## src/rtl/bitwise_op_pkg.sv

```systemverilog
// Shared operation encoding for the bitwise/arithmetic unit.
package bitwise_op_pkg;

    localparam int OP_W = 3;

    typedef enum logic [OP_W-1:0] {
        OP_AND   = 3'b000,
        OP_OR    = 3'b001,
        OP_XOR   = 3'b010,
        OP_NOR   = 3'b011,
        OP_ADD   = 3'b100,
        OP_ADDS  = 3'b101,
        OP_SUB   = 3'b110,
        OP_PASSB = 3'b111
    } op_e;

endpackage

```

## src/rtl/bitwise_op_unit_if.sv

```systemverilog
// Input beat / output result handshake bundle for bitwise_op_unit.
interface bitwise_op_unit_if
    import bitwise_op_pkg::*;
#(
    parameter int WIDTH = 8
);
    logic             in_valid;
    logic             in_ready;
    logic [WIDTH-1:0] a;
    logic [WIDTH-1:0] b;
    logic [OP_W-1:0]  op;
    logic             acc_mode;
    logic             acc_clear;
    logic             out_valid;
    logic             out_ready;
    logic [WIDTH-1:0] result;
    logic             carry;
    logic             zero;
    logic [WIDTH-1:0] acc_q;

    // Producer of beats / consumer of results.
    modport master (
        output in_valid, a, b, op, acc_mode, acc_clear, out_ready,
        input  in_ready, out_valid, result, carry, zero, acc_q
    );

    // The operation unit itself.
    modport slave (
        input  in_valid, a, b, op, acc_mode, acc_clear, out_ready,
        output in_ready, out_valid, result, carry, zero, acc_q
    );

endinterface

```

## src/rtl/bitwise_op_core.sv

```systemverilog
// Purely combinational datapath: one of eight bitwise/arithmetic ops.
module bitwise_op_core
    import bitwise_op_pkg::*;
#(
    parameter int WIDTH = 8
) (
    input  logic [WIDTH-1:0] i_a,
    input  logic [WIDTH-1:0] i_b,
    input  op_e              i_op,
    output logic [WIDTH-1:0] o_result,
    output logic             o_carry
);

    logic [WIDTH:0] w_sum;
    logic [WIDTH:0] w_diff;

    // One extra bit catches the carry-out / borrow.
    assign w_sum  = {1'b0, i_a} + {1'b0, i_b};
    assign w_diff = {1'b0, i_a} - {1'b0, i_b};

    // Operation select; logical ops always report carry = 0.
    always_comb begin
        o_result = '0;
        o_carry  = 1'b0;
        case (i_op)
            OP_AND:   o_result = i_a & i_b;
            OP_OR:    o_result = i_a | i_b;
            OP_XOR:   o_result = i_a ^ i_b;
            OP_NOR:   o_result = ~(i_a | i_b);
            OP_ADD: begin
                o_result = w_sum[WIDTH-1:0];
                o_carry  = w_sum[WIDTH];
            end
            OP_ADDS: begin
                o_carry  = w_sum[WIDTH];
                o_result = w_sum[WIDTH] ? {WIDTH{1'b1}} : w_sum[WIDTH-1:0];
            end
            OP_SUB: begin
                // Top bit of the widened difference is set exactly when a < b.
                o_result = w_diff[WIDTH-1:0];
                o_carry  = w_diff[WIDTH];
            end
            OP_PASSB: o_result = i_b;
            default:  o_result = '0;
        endcase
    end

endmodule

```

## src/rtl/bitwise_op_unit.sv

```systemverilog
// Registered bitwise/arithmetic unit with valid/ready handshake and
// optional running accumulator that can stand in for operand A.
module bitwise_op_unit
    import bitwise_op_pkg::*;
#(
    parameter int WIDTH  = 8,
    parameter bit ACC_EN = 1'b1
) (
    input  logic              clk,
    input  logic              rst,
    bitwise_op_unit_if.slave  bus
);

    logic             w_accept;
    logic [WIDTH-1:0] w_operand_a;
    logic [WIDTH-1:0] w_core_result;
    logic             w_core_carry;

    logic             r_out_valid;
    logic [WIDTH-1:0] r_result;
    logic             r_carry;
    logic             r_zero;

    // A new beat may enter whenever the output slot is empty or being drained.
    assign bus.in_ready = !r_out_valid || bus.out_ready;
    assign w_accept     = bus.in_valid && bus.in_ready;

    bitwise_op_core #(
        .WIDTH (WIDTH)
    ) u_core (
        .i_a      (w_operand_a),
        .i_b      (bus.b),
        .i_op     (op_e'(bus.op)),
        .o_result (w_core_result),
        .o_carry  (w_core_carry)
    );

    generate
        if (ACC_EN) begin : g_acc
            logic [WIDTH-1:0] r_acc;

            // Clear forces a zero operand; it wins over the accumulator feed.
            assign w_operand_a = bus.acc_clear ? '0 : (bus.acc_mode ? r_acc : bus.a);
            assign bus.acc_q   = r_acc;

            // Accumulator moves only on accepted beats, same edge as the output register.
            always_ff @(posedge clk or posedge rst) begin
                if (rst) begin
                    r_acc <= '0;
                end else if (w_accept) begin
                    if (bus.acc_mode) begin
                        r_acc <= w_core_result;
                    end else if (bus.acc_clear) begin
                        r_acc <= '0;
                    end
                end
            end
        end else begin : g_no_acc
            logic w_unused_acc_ctrl;

            assign w_operand_a       = bus.a;
            assign bus.acc_q         = '0;
            assign w_unused_acc_ctrl = bus.acc_mode | bus.acc_clear;
        end
    endgenerate

    // Output slot: load on accept, drop valid when consumed with nothing new arriving.
    always_ff @(posedge clk or posedge rst) begin
        if (rst) begin
            r_out_valid <= 1'b0;
            r_result    <= '0;
            r_carry     <= 1'b0;
            r_zero      <= 1'b0;
        end else if (w_accept) begin
            r_out_valid <= 1'b1;
            r_result    <= w_core_result;
            r_carry     <= w_core_carry;
            r_zero      <= (w_core_result == '0);
        end else if (bus.out_ready) begin
            r_out_valid <= 1'b0;
        end
    end

    assign bus.out_valid = r_out_valid;
    assign bus.result    = r_result;
    assign bus.carry     = r_carry;
    assign bus.zero      = r_zero;

endmodule

```

## src/flat_wrapper.sv

```systemverilog
// flat-port wrapper written by rule: the top's interface ports become plain ports
module bitwise_op_unit_flat import bitwise_op_pkg::*;
#(
    parameter int WIDTH  = 8,
    parameter bit ACC_EN = 1'b1
)
  (clk, rst, bus_in_valid, bus_a, bus_b, bus_op, bus_acc_mode, bus_acc_clear, bus_out_ready, bus_in_ready, bus_out_valid, bus_result, bus_carry, bus_zero, bus_acc_q);
  bitwise_op_unit_if #(.WIDTH(WIDTH)) bus_i ();
  input  logic clk;
  input  logic rst;
  input wire logic [$bits(bus_i.in_valid)-1:0] bus_in_valid;
  input wire logic [$bits(bus_i.a)-1:0] bus_a;
  input wire logic [$bits(bus_i.b)-1:0] bus_b;
  input wire logic [$bits(bus_i.op)-1:0] bus_op;
  input wire logic [$bits(bus_i.acc_mode)-1:0] bus_acc_mode;
  input wire logic [$bits(bus_i.acc_clear)-1:0] bus_acc_clear;
  input wire logic [$bits(bus_i.out_ready)-1:0] bus_out_ready;
  output wire logic [$bits(bus_i.in_ready)-1:0] bus_in_ready;
  output wire logic [$bits(bus_i.out_valid)-1:0] bus_out_valid;
  output wire logic [$bits(bus_i.result)-1:0] bus_result;
  output wire logic [$bits(bus_i.carry)-1:0] bus_carry;
  output wire logic [$bits(bus_i.zero)-1:0] bus_zero;
  output wire logic [$bits(bus_i.acc_q)-1:0] bus_acc_q;
  assign bus_i.in_valid = bus_in_valid;
  assign bus_i.a = bus_a;
  assign bus_i.b = bus_b;
  assign bus_i.op = bus_op;
  assign bus_i.acc_mode = bus_acc_mode;
  assign bus_i.acc_clear = bus_acc_clear;
  assign bus_i.out_ready = bus_out_ready;
  assign bus_in_ready = bus_i.in_ready;
  assign bus_out_valid = bus_i.out_valid;
  assign bus_result = bus_i.result;
  assign bus_carry = bus_i.carry;
  assign bus_zero = bus_i.zero;
  assign bus_acc_q = bus_i.acc_q;
  bitwise_op_unit #(.WIDTH(WIDTH), .ACC_EN(ACC_EN)) u_core (.clk(clk), .rst(rst), .bus(bus_i));
endmodule
```

## config.mk

```make
export PLATFORM = sky130hd
export DESIGN_NAME = bitwise_op_unit_flat
export DESIGN_NICKNAME = d
export VERILOG_FILES = /design/src/rtl/bitwise_op_pkg.sv /design/src/rtl/bitwise_op_unit_if.sv /design/src/rtl/bitwise_op_core.sv /design/src/rtl/bitwise_op_unit.sv /design/src/flat_wrapper.sv
export SDC_FILE = /design/constraint.sdc
export NUM_CORES = 1
export LEC_CHECK = 0
export BUFFER_PORTS_ARGS = -buffer_cell sky130_fd_sc_hd__buf_2
export CORE_ASPECT_RATIO = 2
export CORE_MARGIN = 3
export CORE_UTILIZATION = 25
export DETAILED_ROUTE_END_ITERATION = 10
export PLACE_DENSITY = 0.4
export SLEW_MARGIN = 25
export SYNTH_ARGS = -nofsm -noshare
export SYNTH_HDL_FRONTEND = slang
export SYNTH_HIERARCHICAL = 1
export SYNTH_SLANG_ARGS = --single-unit
```

## constraint.sdc

```tcl
create_clock -name clk -period 3 [get_ports clk]
set_clock_uncertainty 0.05 [all_clocks]
set_input_delay 0.45 -clock clk [delete_from_list [all_inputs] [get_ports clk]]
set_output_delay 0.45 -clock clk [all_outputs]
set_load 0.1 [all_outputs]
```

After elaboration in Yosys (flattened, before gate mapping)
Index checks and enable logic that the tools add are counted.
{"block": "op_classes", "n_addsub": 2, "mul": 0, "div_mod_pow": 0, "magnitude_cmp": 0, "n_eq_ne": 7, "n_shift": 0, "mux": 9, "n_bitwise": 4, "n_reduce_logical": 9}
{"cell": "one-hot mux 8 bit (8 select lines)", "n": 1}
{"cell": "2-to-1 mux 8 bit", "n": 5}
{"cell": "== test 3 bit, second input constant", "n": 4}
{"cell": "adder 8 x 8 -> 9 bit", "n": 1}
{"cell": "subtractor 8 x 8 -> 9 bit", "n": 1}
{"cell": "bitwise AND 8 bit", "n": 1}
{"cell": "zero test 8 bit", "n": 1}
{"cell": "inverter 8 bit", "n": 1}
{"cell": "OR 8 bit", "n": 1}
{"cell": "bitwise XOR 8 bit", "n": 1}
{"cell": "== test 3 x 2 -> 1 bit, second input constant", "n": 2}
{"cell": "nonzero test 2 bit", "n": 2}
{"cell": "== test 3 x 1 -> 1 bit, second input constant", "n": 1}
{"cell": "zero test 3 bit", "n": 1}
{"cell": "2-to-1 mux 1 bit", "n": 2}
{"cell": "one-hot mux 1 bit (2 select lines)", "n": 1}
{"cell": "AND reduction 2 bit", "n": 1}
{"cell": "OR reduction 2 bit", "n": 1}
{"cell": "logical AND 1 bit", "n": 1}
{"cell": "zero test 1 bit", "n": 1}
{"cell": "logical OR 1 bit", "n": 1}
{"block": "totals", "regBits": 19, "latchBits": 0, "ramBits": 0, "romBits": 0, "in_bits": 25, "output_inout_bits": 20, "word_cells": 36, "memories": 0}

Longest topological paths before layout
Gate-level depths: netlist of the first run.
{"block": "depth", "ltp_word": 6, "depth_mapped": 16, "ltp_nobuf": 15}

Hierarchy
The synthesis of the first run kept the hierarchy.
{"mod": "bitwise_op_core", "instances": 1, "cells_per_inst": 181, "area_each_um2": 1328.8, "seq_area_each_um2": 0.0}
{"mod": "bitwise_op_unit", "instances": 1, "cells_per_inst": 66, "area_each_um2": 873.3, "seq_area_each_um2": 475.5}

Least setup slack after synthesis of the first run
No wires, ideal clock.
{"block": "synth_timing", "path_kind": "register to register", "from": "reg u_core.g_acc.r_acc[0], in the netlist u_core/bus.acc_q[0]", "to": "reg u_core.r_zero, in the netlist u_core/bus.zero", "setup_time_ns": 0.066, "arrival_time_ns": 3.504, "t_required_ns": 2.884, "slack_ns": -0.620, "stages_incl_launch_ff": 14, "n_path_buf": 0, "period_less_slack_ns": 3.620, "cell_sequence": "dfrtp_1 -> mux2i_1 -> nor2_1 -> ha_1 -> fa_1 -> a21o_1 -> a21oi_2 -> o21ai_2 -> o311ai_4 -> o211ai_2 -> o32a_1 -> nor4_1 -> nand4_1 -> a21bo_2"}
{"block": "synth_via", "elab_chain_len": 6, "word_cells_on_any_way": 11, "classes_between": "add/sub (2); mux (4); bitwise (4); reduce/logical (1)"}
{"element": "start, declared", "line": "bitwise_op_unit.sv:40", "source": "logic [WIDTH-1:0] r_acc;"}
{"element": "start signal, assigned", "line": "bitwise_op_unit.sv:52", "source": "r_acc <= w_core_result;"}
{"element": "2-to-1 mux 8 bit * (2 in a row)", "line": "bitwise_op_unit.sv:43", "source": "assign w_operand_a = bus.acc_clear ? '0 : (bus.acc_mode ? r_acc : bus.a);"}
{"element": "via u_core.w_operand_a[0]", "line": "bitwise_op_unit.sv:15", "source": "logic [WIDTH-1:0] w_operand_a;"}
{"element": "adder 8 x 8 -> 9 bit", "line": "bitwise_op_core.sv:18", "source": "assign w_sum = {1'b0, i_a} + {1'b0, i_b};"}
{"element": "2-to-1 mux 8 bit", "line": "bitwise_op_core.sv:36", "source": "o_result = w_sum[WIDTH] ? {WIDTH{1'b1}} : w_sum[WIDTH-1:0];"}
{"element": "one-hot mux 8 bit (8 select lines) *", "line": "bitwise_op_core.sv:25", "source": "case (i_op)"}
{"element": "via u_core.w_core_result[6]", "line": "bitwise_op_unit.sv:16", "source": "logic [WIDTH-1:0] w_core_result;"}
{"element": "zero test 8 bit *", "line": "bitwise_op_unit.sv:78", "source": "r_zero <= (w_core_result == '0);"}
{"element": "end signal, assigned", "line": "bitwise_op_unit.sv:78"}
{"element": "end, declared", "line": "bitwise_op_unit.sv:22", "source": "logic r_zero;"}
Mark *: on every way through the listed nets, which the timed path passes. The rest lies on a longest branch.
A chain may end at the register's enable or synchronous reset.

Final worst setup path of the first run
Same ends and word-level chain as after synthesis.

==> results.py, run 1 <==
metrics = {
    "timing": {
        "hold_slack_ns": 0.272,
        "setup_tns_ns": -1.66,
        "fin_crit_ns": 3.27,
        "drv_slew": 0,
        "hold_viol": 0,
        "layout_setup_ws_ns": -0.268,
        "grt_setup_unrepaired": "yes",
        "max_slew_margin_pct": 49.2,
        "tightest_slew_ns": 0.761,
        "fin_crit_sh_pct": 109,
        "setup-violations-final": 15,
        "max_freq_mhz": 306,
    },
    "power_and_ir_drop": {
        "combPwrFrac_pct": 61.2,
        "p_seq_share_pct": 21.6,
        "peakVddDrop_mv": 0.587,
        "power_mw": 1.60,
        "p_sw_mw": 0.796,
        "power_density_mw_per_mm2": 527,
        "power_frac_clock_pct": 17.2,
        "p_int_mw": 0.805,
        "switching_share_pct": 49.7,
        "leakagePower_nw": 1.52,
    },
    "worst_hold_path": {
        "hp-class": "primary input to async pin",
    },
    "logic_synthesis": {
        "synth_cells": 247,
        "synth.avg_cell_area_sq_um": 8.92,
        "synth.area.mux_share_pct": 13.0,
        "synth-seq-cells": 19,
        "synth_top_family_by_area": "compound AO/OA/AOI/OAI gates",
        "synth_fa_ha_area_share_pct": 16.0,
        "synth_warnings": 6,
        "synth_ff_type": "dfrtp_1",
        "seq_area_frac_synth_pct": 21.6,
        "yosysTopAreaCell": "dfrtp_1",
        "synthesis.area_sq_mm": 0.00220,
        "synth_edf_count": 0,
        "ys_types": 57,
        "synth-async-reset-ratio_pct": 100,
        "synth_compound_area_share_pct": 26.1,
        "synth_area_leaders": "dfrtp_1, ha_1, mux2i_1",
        "synth_xor_area_share_pct": 1.19,
        "yosys.area_share.simple_pct": 13.0,
        "synth_top_area_share_pct": 21.6,
        "synthesis.nets": 299,
    },
    "worst_setup_path": {
        "crit_fanout": 4,
        "r2r_start": "u_core/bus.acc_q[0]$_DFFE_PP0P_",
        "cp_data_required_time_ns": 3.15,
        "reg2reg_depth": 13,
        "worstPathArrival_ns": 3.41,
        "start_kind": "register",
        "slowest_stage": "dfrtp_4",
        "path_class": "register to register",
        "worst_path_largest_cell_delay_ns": 0.47,
        "reg2reg_slack_ns": -0.27,
        "r2r_end": "u_core/bus.zero$_DFFE_PP0P_",
        "crit_chain": "mux2i_1 -> nor2_1 -> ha_2 -> fa_2 -> a21o_1 -> a21oi_2 -> o21ai_2 -> o311ai_4 -> o211ai_2 -> o32a_1 -> nor4_2 -> nand4_1 -> a21bo_2",
        "endpoint_kind": "register",
    },
    "die": {
        "num_io_pins": 45,
        "coreArea_sq_mm": 0.00841,
        "dieArea_sq_mm": 0.0100,
        "num_rows": 47,
        "die_h_microns": 139,
        "die_w_microns": 72.4,
        "initial_core_util_pct": 26.2,
    },
    "run": {
        "max_cap_viol_count": 0,
    },
    "drt": {
        "drt_wl_total_microns": 7340,
        "via_per_inst": 4.94,
        "ant_nets": 0,
        "drc": 0,
        "drtPass1Iterations": 4,
        "post_drt_wl_per_cell_microns": 16.7,
        "drt_iter0_drc": 68,
        "num_vias": 2172,
    },
    "place": {
        "dp_hpwl_microns": 6230,
        "dpl.cell_count": 432,
        "globalplace.congestion": 0.816,
        "placed_area_sq_mm": 0.00291,
        "pre_cts_slack_ns": -0.613,
        "io_buffers": 44,
    },
    "clock_tree": {
        "cts_tree": "done",
        "clock_latency_ns": 0.25,
        "cts_num_sinks": 19,
        "cts-root-buf": "clkbuf_16",
        "ctsHoldBuffers": 0,
        "h-tree-depth": 1,
        "path_clk_slew_ns": 0.05,
        "clock_path_buffers": 2,
        "cts_buffers": 3,
    },
    "global_route": {
        "grt_max_degree": 21,
        "antenna_found_initial": 0,
        "grt_pass1_wl_microns": 11800,
        "grtUsageTotal_pct": 15.1,
        "grt_overflow": 0,
        "grt_pass1_vias": 2369,
    },
    "layout": {
        "final_cell_mix": "buf_4, buf_2, inv_1, ha_1, a21oi_1",
        "utilization_pct": 36.2,
        "postLayoutCellArea_sq_mm": 0.00304,
        "final_common_cell": "buf_4",
        "diodes": 0,
        "layout-drive-gt1-share_pct": 41.8,
        "finalNetCount": 395,
        "num-fill-cells": 925,
        "final_cells": 440,
        "synthToLayoutAreaGrowth_pct": 38.1,
    },
    "status": {
        "status": "finished, violations left",
        "violations": "setup timing",
    },
}
[worst max-delay path by stage]
stage	start	end	slack (ns)	cells after the start
global route	u_core/bus.acc_q[0]$_DFFE_PP0P_	u_core/bus.zero$_DFFE_PP0P_	-0.47	15
CTS	u_core/bus.acc_q[0]$_DFFE_PP0P_	u_core/bus.zero$_DFFE_PP0P_	-0.29	13
global placement	bus_acc_mode	u_core/bus.zero$_DFFE_PP0P_	-0.53	14
detailed placement	bus_acc_mode	u_core/bus.zero$_DFFE_PP0P_	-0.61	14
finish	u_core/bus.acc_q[0]$_DFFE_PP0P_	u_core/bus.zero$_DFFE_PP0P_	-0.27	13
floorplan	u_core/bus.acc_q[0]$_DFFE_PP0P_	u_core/bus.zero$_DFFE_PP0P_	-0.24	13
[per-layer routing]
| metal | track usage, % | vias to the layer above | routed length [microns] |
|---|---|---|---|
| li1 | - | 1079 | - |
| met1 | 15.8 | 1045 | 2740 |
| met2 | 29.2 | 37 | 4290 |
| met3 | 1.16 | 11 | 163 |
| met4 | 6.64 | 0 | 150 |
| met5 | 0 | - | 0 |
[power groups by stage]
stage               Sequential (mW)  Combinational, mW  Clock, mW
CTS                           0.347              0.987      0.287
floorplan                     0.727              0.315          0
global route                  0.352               1.04      0.296
global placement              0.350              0.971          0
finish                        0.346              0.979      0.276
detailed placement            0.351              0.972          0
[cell type report]
type	instances	area, sq um	share of cell area, %
Inverter	25	93.8	3.09
Tap cell	98	123	4.03
Timing Repair Buffer	107	701	23.0
Clock buffer	4	78.8	2.59
Multi-Input combinational cell	187	1550	51.0
Sequential cell	19	494	16.3
[flip-flops by register name, summed over array words and instances (netlist names)]
signal and cells:
u_core/bus.acc_q 8, u_core/bus.carry 1, u_core/bus.out_valid 1, u_core/bus.result 8, u_core/bus.zero 1
[worst max-delay path: cells and delay by family (launching register included)]
family                     cells  cell delay, ns
and+or+nand+nor                3            0.52
muxes                          1            0.14
DFF                            1            0.47
AOI/OAI and AO/OA              7            1.48
adders and majority gates      2            0.55
[synth_stat cells, types with 3 or more instances]
master / count
o22a_1: 7
a211oi_1: 5
a22o_1: 9
ha_1: 25
nand2b_1: 4
o32a_1: 3
a21oi_1: 22
nor3_1: 6
mux2_1: 5
mux2_2: 5
mux2i_1: 15
nand2_1: 7
buf_6: 5
o21ai_0: 7
inv_1: 24
clkbuf_1: 6
dfrtp_1: 19
nor2b_1: 5
nor2_1: 19
[cells by family after synthesis]
family,count (synthesis)
flops,19
fa+ha+maj,27
xor+xnor,3
buf+inv,41
mux,26
compound gates,76
simple gates,55
[timing repair]
action	4_1_cts	5_1_grt
endpoints found under the setup margin	17	17
pin swaps	5	0
gates resized for setup	4	2
setup buffers	5	0
(Power assumes the default switching activity.)
==> inputs of run 2 (changes only) <==
--- a/config.mk
+++ b/config.mk
@@ -10,7 +10,7 @@
 export CORE_MARGIN = 3
 export CORE_UTILIZATION = 25
 export DETAILED_ROUTE_END_ITERATION = 10
-export PLACE_DENSITY = 0.4
+export PLACE_DENSITY = 0.51
 export SLEW_MARGIN = 25
 export SYNTH_ARGS = -nofsm -noshare
 export SYNTH_HDL_FRONTEND = slang
==> run 2 against run 1 <==
Compared with the run above: the flow still finishes with violations (setup timing); hold slack got worse by 0.018 ns; setup slack improved by 0.030 ns; power up 0.58%; wire length grew 0.19%; maximum frequency increased by 0.94%; sequential share of layout area shrank 0.33 points; cell area is 2.1% higher; via count up 1.6%; largest cell class unchanged; highest routed layer unchanged.
==> results.py, run 2 (same netlist as run 1, synthesis figures left out) <==
metrics = {
    "drt": {
        "maxUsedRoutingLayer": "met4",
        "wl_met3_microns": 164,
        "drc": 0,
        "wl_met1_microns": 2670,
        "ant_nets": 0,
        "drt_iter0_drc": 61,
        "num_vias": 2206,
        "drtPass1Iterations": 4,
        "wl_met2_microns": 4130,
        "post_drt_wl_per_cell_microns": 16.8,
        "via_per_inst": 5.03,
        "drt_wl_total_microns": 7360,
    },
    "die": {
        "die_h_microns": 139,
        "die_w_microns": 72.4,
        "num_io_pins": 45,
        "coreArea_sq_mm": 0.00841,
        "initial_core_util_pct": 26.2,
        "num_rows": 47,
        "dieArea_sq_mm": 0.0100,
    },
    "clock_tree": {
        "cts-root-buf": "clkbuf_16",
        "clock_latency_ns": 0.25,
        "clock_path_buffers": 2,
        "cts_buffers": 3,
        "ctsHoldBuffers": 0,
        "h-tree-depth": 1,
        "cts_tree": "done",
        "path_clk_slew_ns": 0.05,
        "cts_num_sinks": 19,
    },
    "power_and_ir_drop": {
        "power_frac_clock_pct": 17.1,
        "leakagePower_nw": 1.54,
        "combPwrFrac_pct": 61.5,
        "p_sw_mw": 0.804,
        "p_seq_share_pct": 21.4,
        "power_density_mw_per_mm2": 519,
        "p_int_mw": 0.806,
        "switching_share_pct": 49.9,
        "peakVddDrop_mv": 0.591,
        "power_mw": 1.61,
    },
    "timing": {
        "max_freq_mhz": 309,
        "drv_slew": 0,
        "max_slew_margin_pct": 52.0,
        "hold_viol": 0,
        "tightest_slew_ns": 0.719,
        "setup-violations-final": 9,
        "layout_setup_ws_ns": -0.238,
        "grt_setup_unrepaired": "yes",
        "fin_crit_sh_pct": 108,
        "fin_crit_ns": 3.24,
        "setup_tns_ns": -0.807,
    },
    "layout": {
        "postLayoutCellArea_sq_mm": 0.00310,
        "finalNetCount": 394,
        "final_cells": 439,
        "layout-drive-gt1-share_pct": 43.1,
        "diodes": 0,
        "final_cell_mix": "buf_4, buf_2, inv_1",
        "final_common_cell": "buf_4",
        "synthToLayoutAreaGrowth_pct": 41.0,
    },
    "worst_setup_path": {
        "crit_fanout": 3,
        "r2r_start": "u_core/bus.acc_q[0]$_DFFE_PP0P_",
        "startpoint": "u_core/bus.acc_q[0]$_DFFE_PP0P_",
        "start_kind": "register",
        "worstPathArrival_ns": 3.38,
        "endpoint_kind": "register",
        "path_class": "register to register",
        "cp_data_required_time_ns": 3.15,
    },
    "place": {
        "io_buffers": 44,
        "placed_area_sq_mm": 0.00290,
        "dp_hpwl_microns": 6040,
        "pre_cts_slack_ns": -0.522,
        "dpl.cell_count": 429,
        "globalplace.congestion": 0.861,
    },
    "global_route": {
        "grt_overflow": 0,
        "grtUsageTotal_pct": 15.5,
        "grt_pass1_wl_microns": 12300,
        "grt_max_degree": 23,
        "grt_pass1_vias": 2520,
        "antenna_found_initial": 0,
    },
    "worst_hold_path": {
        "hp-class": "primary input to async pin",
    },
    "status": {
        "status": "finished, violations left",
        "violations": "setup timing",
    },
    "run": {
        "max_cap_viol_count": 0,
    },
}
[run 2: power by group through the flow]
stage,clock (mW),combinational (mW),sequential (mW)
final,0.275,0.990,0.345
after global routing,0.292,1.05,0.352
after CTS,0.286,0.981,0.345
after detailed placement,0,0.958,0.350
after global placement,0,0.956,0.349
after floorplan,0,0.315,0.727
[run 2: routing by layer]
layer,GRT usage (%),vias up
met5,0,-
met4,9.61,0
met3,0.871,35
met2,29.3,61
met1,15.8,1024
li1,-,1086
[run 2: timing repair]
action                     4_1_cts  5_1_grt
setup endpoints to repair       17       16
hold endpoints to repair         0        0
gates resized for setup          9        8
buffers inserted                 6        0
pin swaps                        5        5
[run 2: critical path, cell delays in order, from the launching register on]
cell and delay, ns:
dfrtp_4 0.47, mux2i_1 0.14, nor2_1 0.07, ha_2 0.18
fa_2 0.37, a21o_1 0.19, a21oi_2 0.19, o21ai_2 0.10
o311ai_4 0.26, buf_6 0.17, nand2_4 0.05, o32a_1 0.34
nor4_2 0.29, nand4_1 0.11, a21bo_2 0.19
[run 2: final timing paths]
path	cells after the start	slack [ns]	to
setup / recovery	14	-0.24	u_core/bus.zero$_DFFE_PP0P_
hold / removal	2	0.25	u_core/bus.result[1]$_DFFE_PP0P_
setup reg to reg	14	-0.24	u_core/bus.zero$_DFFE_PP0P_
hold reg to reg	1	0.44	u_core/bus.result[1]$_DFFE_PP0P_
max in group asynchronous	2	2.11	u_core/bus.acc_q[5]$_DFFE_PP0P_
min in group clk	1	0.44	u_core/bus.result[1]$_DFFE_PP0P_
[run 2: per-stage QoR]
stage	hold slack [ns]	utilization [%]
after floorplan	0.351	-
after global placement	0.424	34.4
after detailed placement	0.427	34.4
after CTS	0.288	36.4
after global routing	0.320	36.9
final	0.254	36.9
[run 2: final cells by class]
cell class	count	area (sq um)
clock buffers	3	75.1
clock inverters	1	5.00
fillers	892	5310
inverters	25	93.8
multi-input cells	187	1600
flip-flops and latches	19	494
well taps	98	123
repair buffers	106	713
==> inputs of run 3 (changes only) <==
--- a/config.mk
+++ b/config.mk
@@ -5,9 +5,10 @@
 export SDC_FILE = /design/constraint.sdc
 export NUM_CORES = 1
 export LEC_CHECK = 0
+export ABC_AREA = 1
 export BUFFER_PORTS_ARGS = -buffer_cell sky130_fd_sc_hd__buf_2
 export CORE_ASPECT_RATIO = 2
-export CORE_MARGIN = 3
+export CORE_MARGIN = 4
 export CORE_UTILIZATION = 25
 export DETAILED_ROUTE_END_ITERATION = 10
 export PLACE_DENSITY = 0.51
==> run 3 against run 2 <==
Compared with the run above: the run now ends clean; critical path depth rose by 6; sequential power fell by 5%; clock power fell by 2%; critical path type is now primary input to register.
==> results.py, run 3 <==
metrics = {
    "worst_setup_path": {
        "reg2reg_depth": 19,
        "r2r_end": "u_core/bus.zero$_DFFE_PP0P_",
        "r2r_start": "u_core/bus.acc_q[1]$_DFFE_PP0P_",
        "crit_buf_inv": 5,
        "cp_common_cell": "nand2_1",
        "endpoint_kind": "register",
        "cp_data_required_time_ns": 3.14,
        "worstPathArrival_ns": 2.81,
        "reg2reg_slack_ns": 0.49,
        "slowest_stage": "ha_1",
        "start_kind": "primary input",
        "crit_fanout": 9,
        "crit_chain": "buf_2 -> inv_2 -> buf_4 -> nand2_1 -> a21oi_1 -> inv_1 -> ha_1 -> nand2_1 -> inv_1 -> a21oi_2 -> nand3_1 -> nand3_1 -> nand2_1 -> nor2_1 -> nand2_1 -> nor2_1 -> nand2_1 -> nor2_1 -> nand2_1 -> nand2_1",
        "path_class": "primary input to register",
        "worst_path_largest_cell_delay_ns": 0.39,
        "crit_family": "simple AND/OR/NAND/NOR gates",
    },
    "timing": {
        "hold_viol": 0,
        "max_slew_margin_pct": 52.4,
        "hold_slack_ns": 0.259,
        "fin_crit_sh_pct": 89.1,
        "max_freq_mhz": 374,
        "fin_crit_ns": 2.67,
        "grt_setup_unrepaired": "no",
        "tightest_slew_ns": 0.713,
        "drv_slew": 0,
        "setup_tns_ns": 0,
        "layout_setup_ws_ns": 0.327,
        "setup-violations-final": 0,
    },
    "global_route": {
        "grtUsageTotal_pct": 14.8,
        "grt_pass1_wl_microns": 12000,
        "grt_overflow": 0,
        "grt_max_degree": 21,
        "grt_pass1_vias": 2459,
        "antenna_found_initial": 0,
    },
    "clock_tree": {
        "cts_tree": "done",
        "clock_path_buffers": 2,
        "h-tree-depth": 1,
        "cts_buffers": 3,
        "clock_latency_ns": 0.25,
        "cts-root-buf": "clkbuf_16",
        "cts_setup_buffers": 0,
        "cts_num_sinks": 19,
        "path_clk_slew_ns": 0.05,
    },
    "die": {
        "die_h_microns": 143,
        "coreArea_sq_mm": 0.00895,
        "num_rows": 49,
        "dieArea_sq_mm": 0.0109,
        "num_io_pins": 45,
        "die_w_microns": 75.7,
        "initial_core_util_pct": 25.6,
    },
    "layout": {
        "multi_input_area_sq_mm": 0.00154,
        "register_area_sq_um": 475,
        "layout-drive-gt1-share_pct": 23.1,
        "final_common_cell": "nand2_1",
        "num-fill-cells": 1002,
        "final_cell_mix": "nand2_1, nor2_1, inv_1",
        "synthToLayoutAreaGrowth_pct": 26.7,
        "utilization_pct": 32.4,
        "final_cells": 544,
        "finalNetCount": 495,
        "diodes": 0,
    },
    "drt": {
        "num_vias": 2499,
        "post_drt_wl_per_cell_microns": 14.4,
        "drtPass1Iterations": 4,
        "via_per_inst": 4.59,
        "drt_wl_total_microns": 7850,
        "drt_iter0_drc": 108,
        "ant_nets": 0,
        "drc": 0,
    },
    "logic_synthesis": {
        "synth_edf_count": 0,
        "synth.avg_cell_area_sq_um": 6.23,
        "synth-async-reset-ratio_pct": 100,
        "synthesis.area_sq_mm": 0.00229,
        "synth_top_area_share_pct": 20.8,
        "ys_types": 33,
        "synth_cells": 368,
        "synthTopCellsByCount": "nand2_1, nor2_1, inv_1, nand3_1, ha_1",
        "yosysTopAreaCell": "dfrtp_1",
        "synth_ff_type": "dfrtp_1",
        "synthesis.nets": 420,
        "synth_area_leaders": "dfrtp_1, nand2_1, ha_1",
        "synth_most_common_cell": "nand2_1",
        "seq_area_frac_synth_pct": 20.8,
        "synth-seq-cells": 19,
        "synth_warnings": 6,
    },
    "status": {
        "status": "finished clean",
    },
    "power_and_ir_drop": {
        "peakVddDrop_mv": 0.204,
        "power_density_mw_per_mm2": 497,
        "leakagePower_nw": 1.70,
    },
    "place": {
        "dpl.cell_count": 540,
        "io_buffers": 44,
        "globalplace.congestion": 0.949,
        "dp_hpwl_microns": 6950,
        "pre_cts_slack_ns": -0.0539,
    },
    "worst_hold_path": {
        "hp-class": "primary input to async pin",
    },
    "run": {
        "max_cap_viol_count": 0,
    },
}
## run 3: worst max-delay path by stage
stage                                          from                     endpoint  slack [ns]  cells past startpoint
floorplan           u_core/bus.acc_q[1]$_DFFE_PP0P_  u_core/bus.zero$_DFFE_PP0P_        0.12                     19
global placement                       bus_acc_mode  u_core/bus.zero$_DFFE_PP0P_        -0.1                     20
detailed placement                     bus_acc_mode  u_core/bus.zero$_DFFE_PP0P_       -0.05                     20
CTS                                    bus_acc_mode  u_core/bus.zero$_DFFE_PP0P_        0.19                     20
global route                           bus_acc_mode  u_core/bus.zero$_DFFE_PP0P_        0.03                     21
finish                                 bus_acc_mode  u_core/bus.zero$_DFFE_PP0P_        0.33                     20
## run 3: stage by stage
stage                     power, mW  area [sq um]
after detailed placement       1.18          2810
after global placement         1.18          2810
final                          1.44          2900
after global routing           1.53          2900
after CTS                      1.46          2890
after floorplan               0.951          2290
## run 3: what timing repair did
item | 4_1_cts | 5_1_grt
hold buffers | 0 | 0
hold endpoints to repair | 0 | 0
setup endpoints to repair | 0 | 1
resized for setup | 0 | 3
## run 3: cells by family after synthesis
kind of cell | Yosys count | share of synthesized area [%]
AO/OA/AOI/OAI | 39 | 10.3
AND/OR/NAND/NOR | 220 | 40.4
XOR/XNOR | 2 | 0.765
buffers and inverters | 61 | 12.4
adder cells (fa/ha/maj) | 27 | 15.4
flip-flops | 19 | 20.8
## run 3: per-layer routing
metal / part of all wire (%) / vias up / track usage (%)
met1: 31 / 1112 / 12.6
met3: 2.9 / 26 / 0.630
li1: - / 1301 / -
met2: 60 / 60 / 30.5
met5: 0 / - / 0
met4: 5.4 / 0 / 9.49
## run 3: layout make-up
class | instances | area share [%]
multi-input combinational | 288 | 53.0
timing repair buffer | 79 | 16.6
sequential | 19 | 16.4
inverter | 52 | 6.86
tap | 102 | 4.40
clock buffer | 4 | 2.72
## run 3: power by group
group	leakage [nW]	total [mW]	switching, mW	internal (mW)
clock network	0.0382	0.270	0.0896	0.181
registers	0.243	0.328	0.0286	0.300
logic	1.41	0.845	0.623	0.222
total	1.70	1.44	0.741	0.702
